$ cat src/rtl/stream_mux_rr_pkg.sv
// Shared constants and helpers for the round-robin / fixed-select stream multiplexer.
package stream_mux_pkg;

  localparam logic MODE_RR    = 1'b0;
  localparam logic MODE_FIXED = 1'b1;

  // Channel-index width; a single channel still needs one bit to carry an index.
  function automatic int sel_w(input int n);
    return (n <= 1) ? 1 : $clog2(n);
  endfunction

endpackage

$ cat src/rtl/stream_mux_rr_if.sv
// Valid/ready bundle: N_CH input streams merged into one output stream.
interface stream_mux_rr_if
  import stream_mux_pkg::*;
#(
  parameter int N_CH  = 4,
  parameter int WIDTH = 8,
  parameter int SEL_W = sel_w(N_CH)
);

  logic [N_CH*WIDTH-1:0] in_data;
  logic [N_CH-1:0]       in_valid;
  logic [N_CH-1:0]       in_ready;
  logic [WIDTH-1:0]      out_data;
  logic [SEL_W-1:0]      out_ch;
  logic                  out_valid;
  logic                  out_ready;

  modport slave (
    input  in_data, in_valid, out_ready,
    output in_ready, out_data, out_ch, out_valid
  );

  modport master (
    output in_data, in_valid, out_ready,
    input  in_ready, out_data, out_ch, out_valid
  );

endinterface

$ cat src/rtl/stream_mux_rr_arbiter.sv
// Combinational rotating-priority arbiter: first set request at or after ptr wins.
module rr_arbiter
  import stream_mux_pkg::*;
#(
  parameter int N_CH  = 4,
  parameter int SEL_W = sel_w(N_CH)
) (
  input  logic [N_CH-1:0]  req,
  input  logic [SEL_W-1:0] ptr,
  output logic             gnt_valid,
  output logic [SEL_W-1:0] gnt_idx
);

  logic [2*N_CH-1:0] dbl;
  logic [N_CH-1:0]   rot;
  int                off;
  int                sum;

  // Doubling the request vector makes the rotation a plain shift: bit i of rot is channel ptr+i.
  assign dbl = {req, req};
  assign rot = N_CH'(dbl >> ptr);

  always_comb begin
    gnt_valid = 1'b0;
    off       = 0;
    for (int i = N_CH - 1; i >= 0; i--) begin
      if (rot[i]) begin
        gnt_valid = 1'b1;
        off       = i;
      end
    end
    sum = int'(ptr) + off;
    if (sum >= N_CH) sum = sum - N_CH;
    gnt_idx = gnt_valid ? SEL_W'(sum) : '0;
  end

endmodule

$ cat src/rtl/stream_mux_rr.sv
// N-channel stream multiplexer with registered output, round-robin or fixed-select grant.
module stream_mux_rr
  import stream_mux_pkg::*;
#(
  parameter int N_CH  = 4,
  parameter int WIDTH = 8,
  parameter int SEL_W = sel_w(N_CH)
) (
  input  logic             clk,
  input  logic             rst,
  input  logic             mode,
  input  logic [SEL_W-1:0] sel,
  stream_mux_rr_if.slave   bus
);

  logic [SEL_W-1:0] ptr;
  logic             load;
  logic             rr_valid;
  logic [SEL_W-1:0] rr_idx;
  logic [N_CH-1:0]  fix_req;
  logic             grant;
  logic [SEL_W-1:0] gnt_idx;
  logic [WIDTH-1:0] gnt_data;

  logic [WIDTH-1:0] data_p0;
  logic [SEL_W-1:0] ch_p0;
  logic             vld_p0;

  rr_arbiter #(
    .N_CH  (N_CH),
    .SEL_W (SEL_W)
  ) u_arb (
    .req       (bus.in_valid),
    .ptr       (ptr),
    .gnt_valid (rr_valid),
    .gnt_idx   (rr_idx)
  );

  // Matching sel against each legal index keeps an out-of-range sel from granting anything.
  always_comb begin
    fix_req = '0;
    for (int k = 0; k < N_CH; k++) begin
      fix_req[k] = (sel == SEL_W'(k)) && bus.in_valid[k];
    end
  end

  assign load    = !vld_p0 || bus.out_ready;
  assign grant   = (mode == MODE_FIXED) ? (|fix_req) : rr_valid;
  assign gnt_idx = (mode == MODE_FIXED) ? sel : rr_idx;

  always_comb begin
    bus.in_ready = '0;
    gnt_data     = '0;
    for (int k = 0; k < N_CH; k++) begin
      if (gnt_idx == SEL_W'(k)) begin
        bus.in_ready[k] = !rst && load && grant;
        gnt_data        = bus.in_data[k*WIDTH +: WIDTH];
      end
    end
  end

  // Stage p0: output register and round-robin pointer.
  always_ff @(posedge clk) begin
    if (rst) begin
      data_p0 <= '0;
      ch_p0   <= '0;
      vld_p0  <= 1'b0;
      ptr     <= '0;
    end else if (load) begin
      vld_p0 <= grant;
      if (grant) begin
        data_p0 <= gnt_data;
        ch_p0   <= gnt_idx;
        if (mode == MODE_RR) begin
          ptr <= (gnt_idx == SEL_W'(N_CH - 1)) ? '0 : gnt_idx + 1'b1;
        end
      end
    end
  end

  assign bus.out_data  = data_p0;
  assign bus.out_ch    = ch_p0;
  assign bus.out_valid = vld_p0;

endmodule

$ cat src/flat_wrapper.sv
// flat-port wrapper written by rule: the top's interface ports become plain ports
module stream_mux_rr_flat import stream_mux_pkg::*;
#(
  parameter int N_CH  = 4,
  parameter int WIDTH = 8,
  parameter int SEL_W = sel_w(N_CH)
)
  (clk, rst, mode, sel, bus_in_data, bus_in_valid, bus_out_ready, bus_in_ready, bus_out_data, bus_out_ch, bus_out_valid);
  stream_mux_rr_if #(.N_CH(N_CH), .WIDTH(WIDTH), .SEL_W(SEL_W)) bus_i ();
  input  logic clk;
  input  logic rst;
  input  logic mode;
  input  logic [SEL_W-1:0] sel;
  input wire logic [$bits(bus_i.in_data)-1:0] bus_in_data;
  input wire logic [$bits(bus_i.in_valid)-1:0] bus_in_valid;
  input wire logic [$bits(bus_i.out_ready)-1:0] bus_out_ready;
  output wire logic [$bits(bus_i.in_ready)-1:0] bus_in_ready;
  output wire logic [$bits(bus_i.out_data)-1:0] bus_out_data;
  output wire logic [$bits(bus_i.out_ch)-1:0] bus_out_ch;
  output wire logic [$bits(bus_i.out_valid)-1:0] bus_out_valid;
  assign bus_i.in_data = bus_in_data;
  assign bus_i.in_valid = bus_in_valid;
  assign bus_i.out_ready = bus_out_ready;
  assign bus_in_ready = bus_i.in_ready;
  assign bus_out_data = bus_i.out_data;
  assign bus_out_ch = bus_i.out_ch;
  assign bus_out_valid = bus_i.out_valid;
  stream_mux_rr #(.N_CH(N_CH), .WIDTH(WIDTH), .SEL_W(SEL_W)) u_core (.clk(clk), .rst(rst), .mode(mode), .sel(sel), .bus(bus_i));
endmodule
$ cat config.mk
export PLATFORM = sky130hd
export DESIGN_NAME = stream_mux_rr_flat
export DESIGN_NICKNAME = d
export VERILOG_FILES = /design/src/rtl/stream_mux_rr_pkg.sv /design/src/rtl/stream_mux_rr_if.sv /design/src/rtl/stream_mux_rr_arbiter.sv /design/src/rtl/stream_mux_rr.sv /design/src/flat_wrapper.sv
export SDC_FILE = /design/constraint.sdc
export NUM_CORES = 1
export LEC_CHECK = 0
export ABC_AREA = 1
export BUFFER_PORTS_ARGS = -buffer_cell sky130_fd_sc_hd__buf_4
export CORE_ASPECT_RATIO = 0.6
export CORE_UTILIZATION = 35
export DETAILED_ROUTE_END_ITERATION = 16
export PLACE_DENSITY = 0.65
export SYNTH_ARGS = -nofsm -noshare
export SYNTH_HDL_FRONTEND = slang
export SYNTH_SLANG_ARGS = --single-unit
$ cat constraint.sdc
create_clock -name clk -period 8.8 [get_ports clk]
set_clock_uncertainty 0.15 [all_clocks]
set_input_delay 0.88 -clock clk [delete_from_list [all_inputs] [get_ports clk]]
set_output_delay 0.88 -clock clk [all_outputs]
set_load 0.005 [all_outputs]
Word level (Yosys, flattened, before mapping)
Cells that the tools add are included.
{"block": "word_totals", "output_inout_bits": 15, "regBits": 13, "wordCells": 51, "inputBits": 42}
{"block": "op_classes", "n_bitwise": 1, "n_shift": 1, "n_addsub": 3, "n_lt_le_gt_ge": 1, "n_eq_ne": 6, "muxes": 21, "n_reduce_logical": 14}
{"operator": "$mux W32", "n": 3}
{"operator": "$add A3 B32 Y32", "n": 1}
{"operator": "$ge A32 B4 Y1 const B", "n": 1}
{"operator": "$mux W8", "n": 4}
{"operator": "$mux W2", "n": 5}
{"operator": "$mux W1", "n": 9}
{"operator": "$eq A2 B2 Y1 const B", "n": 4}
{"operator": "$shr A8 B2 Y4", "n": 1}
{"operator": "$logic_and A1 B1 Y1", "n": 6}
{"operator": "$eq A2 B1 Y1 const B", "n": 2}
{"operator": "$logic_not A2 Y1", "n": 2}
{"operator": "$reduce_or A4 Y1", "n": 1}
{"operator": "$reduce_and A3 Y1", "n": 1}
{"operator": "$add A2 B1 Y2 const B", "n": 1}
{"operator": "$logic_not A1 Y1", "n": 2}
{"operator": "$reduce_and A2 Y1", "n": 1}
{"operator": "$sub A2 B1 Y2 const B", "n": 1}
{"operator": "$logic_or A1 B1 Y1", "n": 1}
{"operator": "$not A1 Y1", "n": 1}

Depth between registers and ports, before layout
Gate-level depths: netlist of the first run.
{"block": "depth", "word_depth": 15, "ltp_mapped": 21, "depth_no_buf": 20}

By module
Synthesis of the first run repeated with hierarchy kept, for this count alone.
{"block": "hier_totals", "cells_unflattened": 208, "area_unflattened_um2": 1213.7}
{"mod": "stream_mux_rr", "instances": 1, "cells_per_inst": 173, "seq_area_each_um2": 260.2, "area_per_inst_um2": 1019.7}
{"mod": "rr_arbiter", "instances": 1, "cells_per_inst": 35, "seq_area_each_um2": 0.0, "area_per_inst_um2": 193.9}

Least setup slack after synthesis of the first run
No wires, ideal clock.
{"block": "synth_timing", "kind": "in2out", "startpoint": "input port bus_in_valid[1]", "endpoint": "output port bus_in_ready[3]", "slack_ps": 4954, "required_ps": 7770, "arrival_ps": 2816, "n_path_buf": 2, "stages": 14, "cell_sequence": "nand2_1 nand3_1 nand2_1 nand3_1 a21boi_0 ha_1 xnor2_1 xor2_1 nand2_1 nand2_1 ha_1 clkbuf_1 clkbuf_1 nor3b_1"}
{"block": "synth_via", "elab_chain_len": 12, "elab_cells_between_ends": 21, "cone_classes": "add/sub: 2; order compare: 1; eq/ne: 1; shift: 1; mux: 13; reduce/logical: 3"}
{"item": "from (decl)", "line_no": "flat_wrapper.sv:15", "source": "input wire logic [$bits(bus_i.in_valid)-1:0] bus_in_valid;"}
{"item": "$shr A8 B2 Y4 (*)", "line_no": "stream_mux_rr_arbiter.sv:21", "source": "assign rot = N_CH'(dbl >> ptr);"}
{"item": "$mux W2", "line_no": "stream_mux_rr_arbiter.sv:27", "source": "if (rot[i]) begin"}
{"item": "$mux W32 (3 in series)", "line_no": "stream_mux_rr_arbiter.sv:27"}
{"item": "$add A3 B32 Y32", "line_no": "stream_mux_rr_arbiter.sv:32", "source": "sum = int'(ptr) + off;"}
{"item": "$ge A32 B4 Y1 or $sub A2 B1 Y2 (tied branches)", "line_no": "stream_mux_rr_arbiter.sv:33", "source": "if (sum >= N_CH) sum = sum - N_CH;"}
{"item": "$mux W2", "line_no": "stream_mux_rr_arbiter.sv:33"}
{"item": "$mux W2 (*)", "line_no": "stream_mux_rr_arbiter.sv:34", "source": "gnt_idx = gnt_valid ? SEL_W'(sum) : '0;"}
{"item": "$mux W2 (*)", "line_no": "stream_mux_rr.sv:49", "source": "assign gnt_idx = (mode == MODE_FIXED) ? sel : rr_idx;"}
{"item": "net u_core.gnt_idx[1]", "line_no": "stream_mux_rr.sv:22", "source": "logic [SEL_W-1:0] gnt_idx;"}
{"item": "$eq A2 B2 Y1 (*)", "line_no": "stream_mux_rr.sv:55", "source": "if (gnt_idx == SEL_W'(k)) begin"}
{"item": "$mux W1 (*)", "line_no": "stream_mux_rr.sv:55"}
{"item": "to (decl)", "line_no": "flat_wrapper.sv:17", "source": "output wire logic [$bits(bus_i.in_ready)-1:0] bus_in_ready;"}
The timed path passes the listed nets; every way through them passes the cells marked *.

Final worst setup path of the first run
{"block": "layout_timing", "startpoint": "input port bus_in_valid[1]", "endpoint": "output port bus_in_ready[2]"}
Same word-level chain as after synthesis.

==> impl_results.md, run 1 <==
* Grt ovf at 0
* Clk root buf: clkbuf_8
* Clock transition at the registers of the reported paths at 0.06 ns
* Unrepaired setup endpoints after global routing: false
* Hold path endpoint: u_core.bus.out_data[0]$_SDFFE_PP0P_
* Post-CTS Resized at 0
* CP most frequent cell: nand2_1
* Worst-Skew Late Latency at 0.24 ns
* Wire length per cell at 11.24 um
* Iter 0 DRT Violations at 98
* CTS tree: done
* Final period util at 0.4947
* Commonest non-fill, non-tap cell in the layout: buf_4
* Top cell type's share of synthesized area at 0.2321
* Setup slack after layout at 4.446 ns
* DRC at 0
* PortBufs at 56
* Core area at 2965 um^2
* Post-DP HPWL at 2539 um
* Vias in the first global route at 1052
* Worst EP required at 7.77 ns
* Starting Density at 0.3781
* Maximum vdd ir drop at 0.00008514 V
* Worst reg2reg path endpoint: u_core.bus.out_data[0]$_SDFFE_PP0P_
* First-pass GRT wire length at 4774 um
* Synth area leader: dfxtp_1
* Crit-path cells: buf_4, nand2_1, nand3_1, nand2_1, nand3_1, a21boi_0, ha_1, xnor2_1, xor2_1, nand2_1, nand2_1, ha_1, clkinv_1, nor3_1, buf_4
* Pre-CTS setup slack at 4.469 ns
* Full die area at 3441 um^2
* CP arrival at roughly 3.3 ns
* Post-CTS setup buffers at 0
* Slowest cell on crit path: ha_1
* R2R cell count at 19
* Reg-to-reg slack, setup at 5.49 ns
* Worst hold start: u_core.bus.out_data[0]$_SDFFE_PP0P_
* Total CTS buffers at 3
* Largest net degree at the start of global routing at 19
* H-tree depth at 1
* Die X at 75.07 um
* Post-cts hold buffer count at 0
* Drt total wl at approximately 3200 um
* Final Max Slew Viols at 0
* # diodes at 0
* Crit path kind: in -> out
* WHS at 0.3318 ns
* Cells after Synth at about 190
* GRT Total Usage at 0.1869
* Final hold viol count at 0
* Run status: complete, no violations
* Number of synthesized register bits at 13
* DR pass1 iterations at 4
* Yosys cell types at 25
* Vias per inst at 4.797
* Initial antenna violation count at 0
* Synth Cell Area at 1121 um^2
* Critical path's largest stage delay at around 0.35 ns
* Ports at 57
* Largest cells by area after synthesis: dfxtp_1 (23%), nand2_1 (14%), nor2_1 (12%)
* Hold WC Path Type: reg -> reg
* Startpoint Class: primary input
* Fmax at ~230 MHz
* Antenna Violating Nets Remaining at 0
* Final setup violation count at 0
* Max Cap Viol at 0
* Critical path endpoint category: output port
* PD cells at 187.0 nW/um^2
* Detailed-route via count at 1348
* Worst slew margin at 0.6388
* RR Startpoint: u_core.ptr[0]$_SDFFE_PP0P_
* CTS max path bufs at 2
* Final net count at 287
* Hold Path Cell Cnt at 2
* Syn_nets at between 200 and 250
* Share of cells above drive strength 1 at 0.2762
* Leak at approximately 0.84 nW
* Slew @ Worst Pin at 0.5417 ns
* CP max FO at 9
* Setup TNS Final at 0 ns
* Number of synthesis warnings at 0
* Seq/Total Area, Yosys at 0.2321
* Placement Rows at 15
* Min Clock Period, post-route at approximately 4.4 ns
* Commonest cells after routing, fill and taps aside: buf_4 (56), nand2_1 (43), nor2_1 (35)
* Area Overhead vs Synth at 42.08%
* RePlAce Congestion at about 0.85
* Clk sinks at 13
* Syn Area/Cell at 5.963 um^2
* Die height at about 46 um
-- metal layers --
layer	GRT usage	vias up	wire, um	part of all wire
met2	0.2559	62	1235	0.39
li1	-	715	-	-
met3	0.07080	0	328	0.10
met5	0	-	0	0
met1	0.2822	571	1595	0.50
met4	0.01132	0	0	0
-- synth_stat cells --
master,n
o21ai_4,1
o211ai_1,1
o21ai_0,2
o21ai_1,1
nand3_2,1
nand2_4,1
nand3_1,25
buf_6,1
clkinv_1,3
nand2_1,43
buf_2,4
xor2_1,1
dfxtp_1,13
a21boi_0,1
nor3_1,2
ha_1,5
inv_1,12
clkbuf_1,4
xnor2_1,1
nand2_2,3
a21oi_1,17
a22oi_1,8
inv_2,1
nor2_1,35
nor3b_1,2
-- critical path, delay by kind of cell --
family | cells | cell delay, ns
fa+ha+maj | 2 | 0.53
simple gates | 7 | 0.84
compound gates | 1 | 0.17
buf+inv | 3 | 0.61
xor+xnor | 2 | 0.28
-- report_power, final --
| group | switching (mW) | total, mW | internal, mW |
|---|---|---|---|
| Clock | 0.0226 | 0.0546 | 0.0320 |
| Combinational | 0.0922 | 0.165 | 0.0728 |
| Sequential | 0.00811 | 0.0782 | 0.0701 |
| Total | 0.123 | 0.298 | 0.175 |
-- worst max path at each step --
stage / start / depth (start not counted) / endpoint / slack [ns]
after floorplan: bus_in_valid[1] / 14 / bus_in_ready[3] / 4.95
after global placement: bus_in_valid[1] / 15 / bus_in_ready[2] / 4.64
after detailed placement: bus_in_valid[1] / 15 / bus_in_ready[2] / 4.47
after CTS: bus_in_valid[1] / 15 / bus_in_ready[2] / 4.46
after global routing: bus_in_valid[1] / 15 / bus_in_ready[2] / 4.10
final: bus_in_valid[1] / 15 / bus_in_ready[2] / 4.45
-- cells by family (layout without fill, tap and decap cells) --
kind of cell | Yosys count | after routing | share of synthesized area
XOR/XNOR | 2 | 2 | 0.01563
adder cells (fa/ha/maj) | 5 | 5 | 0.05580
AND/OR/NAND/NOR | 112 | 112 | 0.4308
flip-flops | 13 | 13 | 0.2321
AO/OA/AOI/OAI | 31 | 31 | 0.1708
buffers and inverters | 25 | 76 | 0.09486
-- area by class of cell --
| class | count | area (um^2) |
|---|---|---|
| multi-input combinational | 150 | 754.5 |
| timing repair buffer | 56 | 420.4 |
| clock buffer | 4 | 45.04 |
| inverter | 16 | 60.06 |
| tap | 42 | 52.55 |
| fill | 302 | 1373 |
| sequential | 13 | 260.3 |
-- per-stage QoR --
stage,instance area (um^2),total power [mW],util,cells
5_1_grt,1593,0.3278,0.5371,281
3_3_place_gp,1548,0.2446,0.5219,277
2_1_floorplan,1121,0.1920,-,188
6_report,1593,0.2978,0.5371,281
3_5_place_dp,1548,0.2452,0.5219,277
4_1_cts,1593,0.2999,0.5371,281
-- sequential cells by signal, summed over array words and instances (netlist names) --
name,flops
u_core.ptr,2
u_core.bus.out_valid,1
u_core.bus.out_data,8
u_core.bus.out_ch,2
(Power assumes the default switching activity.)
==> inputs of run 2 (changes only) <==
Clock period 8.8 ns to 4.47 ns, I/O delays scaled along.
==> run 2 against run 1 <==
Effect of this change:
- via count decreased by 0.82%
- combinational power rose by 99%
- global-route usage increased by 0.36 points
- critical path depth is the same
- sequential power up 97%
- first-iteration DRC count fell by 27%
- power rose by 99%
- clock power is 98% higher
- cell count up 0.36%
- clock-buffer cell count stayed put
- critical endpoint unchanged
- largest cell class unchanged
- largest power group unchanged
- highest routed layer is now met4
==> impl_results.md, run 2 (synthesis gave the netlist of run 1 again) <==
* DR pass1 iterations at 4
* Critical path endpoint category: output port
* DRC at 0
* PD cells at 369.9 nW/um^2
* Antenna Violating Nets Remaining at 0
* Startpoint Class: register
* Met3 wire len at about 270 um
* Maximum vdd ir drop at 0.0001339 V
* Unrepaired setup endpoints after global routing: false
* Die height at between 40 and 50 um
* Final Max Slew Viols at 0
* CTS tree: done
* Final period util at 0.8235
* Fmax at 271.7 MHz
* Slowest cell on crit path: dfxtp_1
* Area Overhead vs Synth at 42.75%
* Wire length per cell at 11.26 um
* Clk root buf: clkbuf_8
* Iter 0 DRT Violations at 72
* WHS at 0.2577 ns
* Die X at 75.07 um
* Total CTS buffers at 3
* Full die area at approximately 3400 um^2
* Worst hold start: rst
* Worst reg2reg path endpoint: u_core.bus.out_data[5]$_SDFFE_PP0P_
* Hold WC Path Type: in -> reg
* CP most frequent cell: nand2_1
* Commonest cells after routing, fill and taps aside: buf_4 (57), nand2_1 (43), nor2_1 (35)
* Final hold viol count at 0
* H-tree depth at 1
* Vias in the first global route at 1078
* Critical path's largest stage delay at 0.46 ns
* CP max FO at 9
* Worst slew margin at 0.6810
* # diodes at 0
* Final setup violation count at 0
* Crit path kind: reg -> out
* Largest net degree at the start of global routing at 19
* Buffers & Inverters on Critical Path at 3
* Post-cts hold buffer count at 0
* Post-CTS setup buffers at 0
* Top sig layer: met4
* GRT Total Usage at 0.1906
* Starting Density at 0.3781
* First-pass GRT wire length at 4926 um
* Clock transition at the registers of the reported paths at approximately 0.06 ns
* Max Cap Viol at 0
* CTS max path bufs at 2
* Vias per inst at 4.741
* Detailed-route via count at 1337
* Hold path endpoint: u_core.ptr[1]$_SDFFE_PP0P_
* Worst-Skew Late Latency at between 0.2 and 0.3 ns
* Routed wl met2 at 1195 um
* Core area at 2965 um^2
* Reg-to-reg slack, setup at 1.20 ns
* Drt total wl at 3175 um
* Number of flip-flops in the largest register at 8
* Initial antenna violation count at 0
* Share of cells above drive strength 1 at 0.2792
* Crit-path cells: inv_2, nand2_1, nand3_1, nand2_1, nand3_1, a21boi_0, ha_1, xnor2_1, xor2_1, nand2_1, nand2_1, ha_1, clkinv_1, nor3_1, buf_4
* Clk sinks at 13
* Placement Rows at 15
* Run status: complete, no violations
* WL met1 at around 1700 um
* Slew @ Worst Pin at 0.4756 ns
* Setup TNS Final at 0 ns
* Post-DP HPWL at 2529 um
* CP top delay family: simple AND/OR/NAND/NOR gates
* Min Clock Period, post-route at 3.681 ns
* Post-CTS Resized at 0
* Ports at 57
* R2R cell count at 19
* Worst EP required at 3.87 ns
* Commonest non-fill, non-tap cell in the layout: buf_4
* PortBufs at 56
* Hold Path Cell Cnt at 2
* Final net count at 288
* Leak at 0.8422 nW
* RR Startpoint: u_core.ptr[0]$_SDFFE_PP0P_
* CP arrival at 3.08 ns
* Grt ovf at 0
* RePlAce Congestion at 0.8547
-- run 2: cell types whose count changed in the layout (fill, tap and decap cells not counted) --
cell   delta
buf_4     +1
-- run 2: final cells by class --
class                   count  area, um^2
fillers                   312        1365
multi-input cells         150       754.5
repair buffers             57       427.9
flip-flops and latches     13       260.3
inverters                  16       60.06
well taps                  42       52.55
clock buffers               4       45.04
-- run 2: worst max-delay path by stage --
stage          slack, ns  cells after the start         endpoint                        from
2_1_floorplan       1.48                     15  bus_in_ready[3]  u_core.ptr[0]$_SDFFE_PP0P_
3_3_place_gp        1.18                     15  bus_in_ready[2]             bus_in_valid[1]
3_5_place_dp        1.05                     15  bus_in_ready[2]             bus_in_valid[1]
4_1_cts             0.82                     15  bus_in_ready[2]  u_core.ptr[0]$_SDFFE_PP0P_
5_1_grt             0.51                     15  bus_in_ready[2]  u_core.ptr[0]$_SDFFE_PP0P_
6_report            0.79                     15  bus_in_ready[2]  u_core.ptr[0]$_SDFFE_PP0P_
-- run 2: metal layers --
metal / vias up / track usage
li1: 721 / -
met1: 563 / 0.2775
met2: 51 / 0.2793
met3: 2 / 0.05973
met4: 0 / 0.02264
met5: - / 0
-- run 2: through the flow --
| stage | util | area, um^2 | setup WS, ns | total power, mW | cells |
|---|---|---|---|---|---|
| floorplan | - | 1121 | 1.481 | 0.3779 | 188 |
| global placement | 0.5245 | 1555 | 1.178 | 0.4846 | 278 |
| detailed placement | 0.5245 | 1555 | 1.051 | 0.4843 | 278 |
| CTS | 0.5397 | 1600 | 0.8190 | 0.5928 | 282 |
| global route | 0.5397 | 1600 | 0.5068 | 0.6455 | 282 |
| finish | 0.5397 | 1600 | 0.7888 | 0.5920 | 282 |
-- run 2: where the power goes --
group          total (mW)  internal (mW)  switching (mW)
combinational       0.329          0.145           0.184
clock               0.108         0.0632          0.0452
sequential          0.154          0.138          0.0162
total               0.592          0.346           0.246
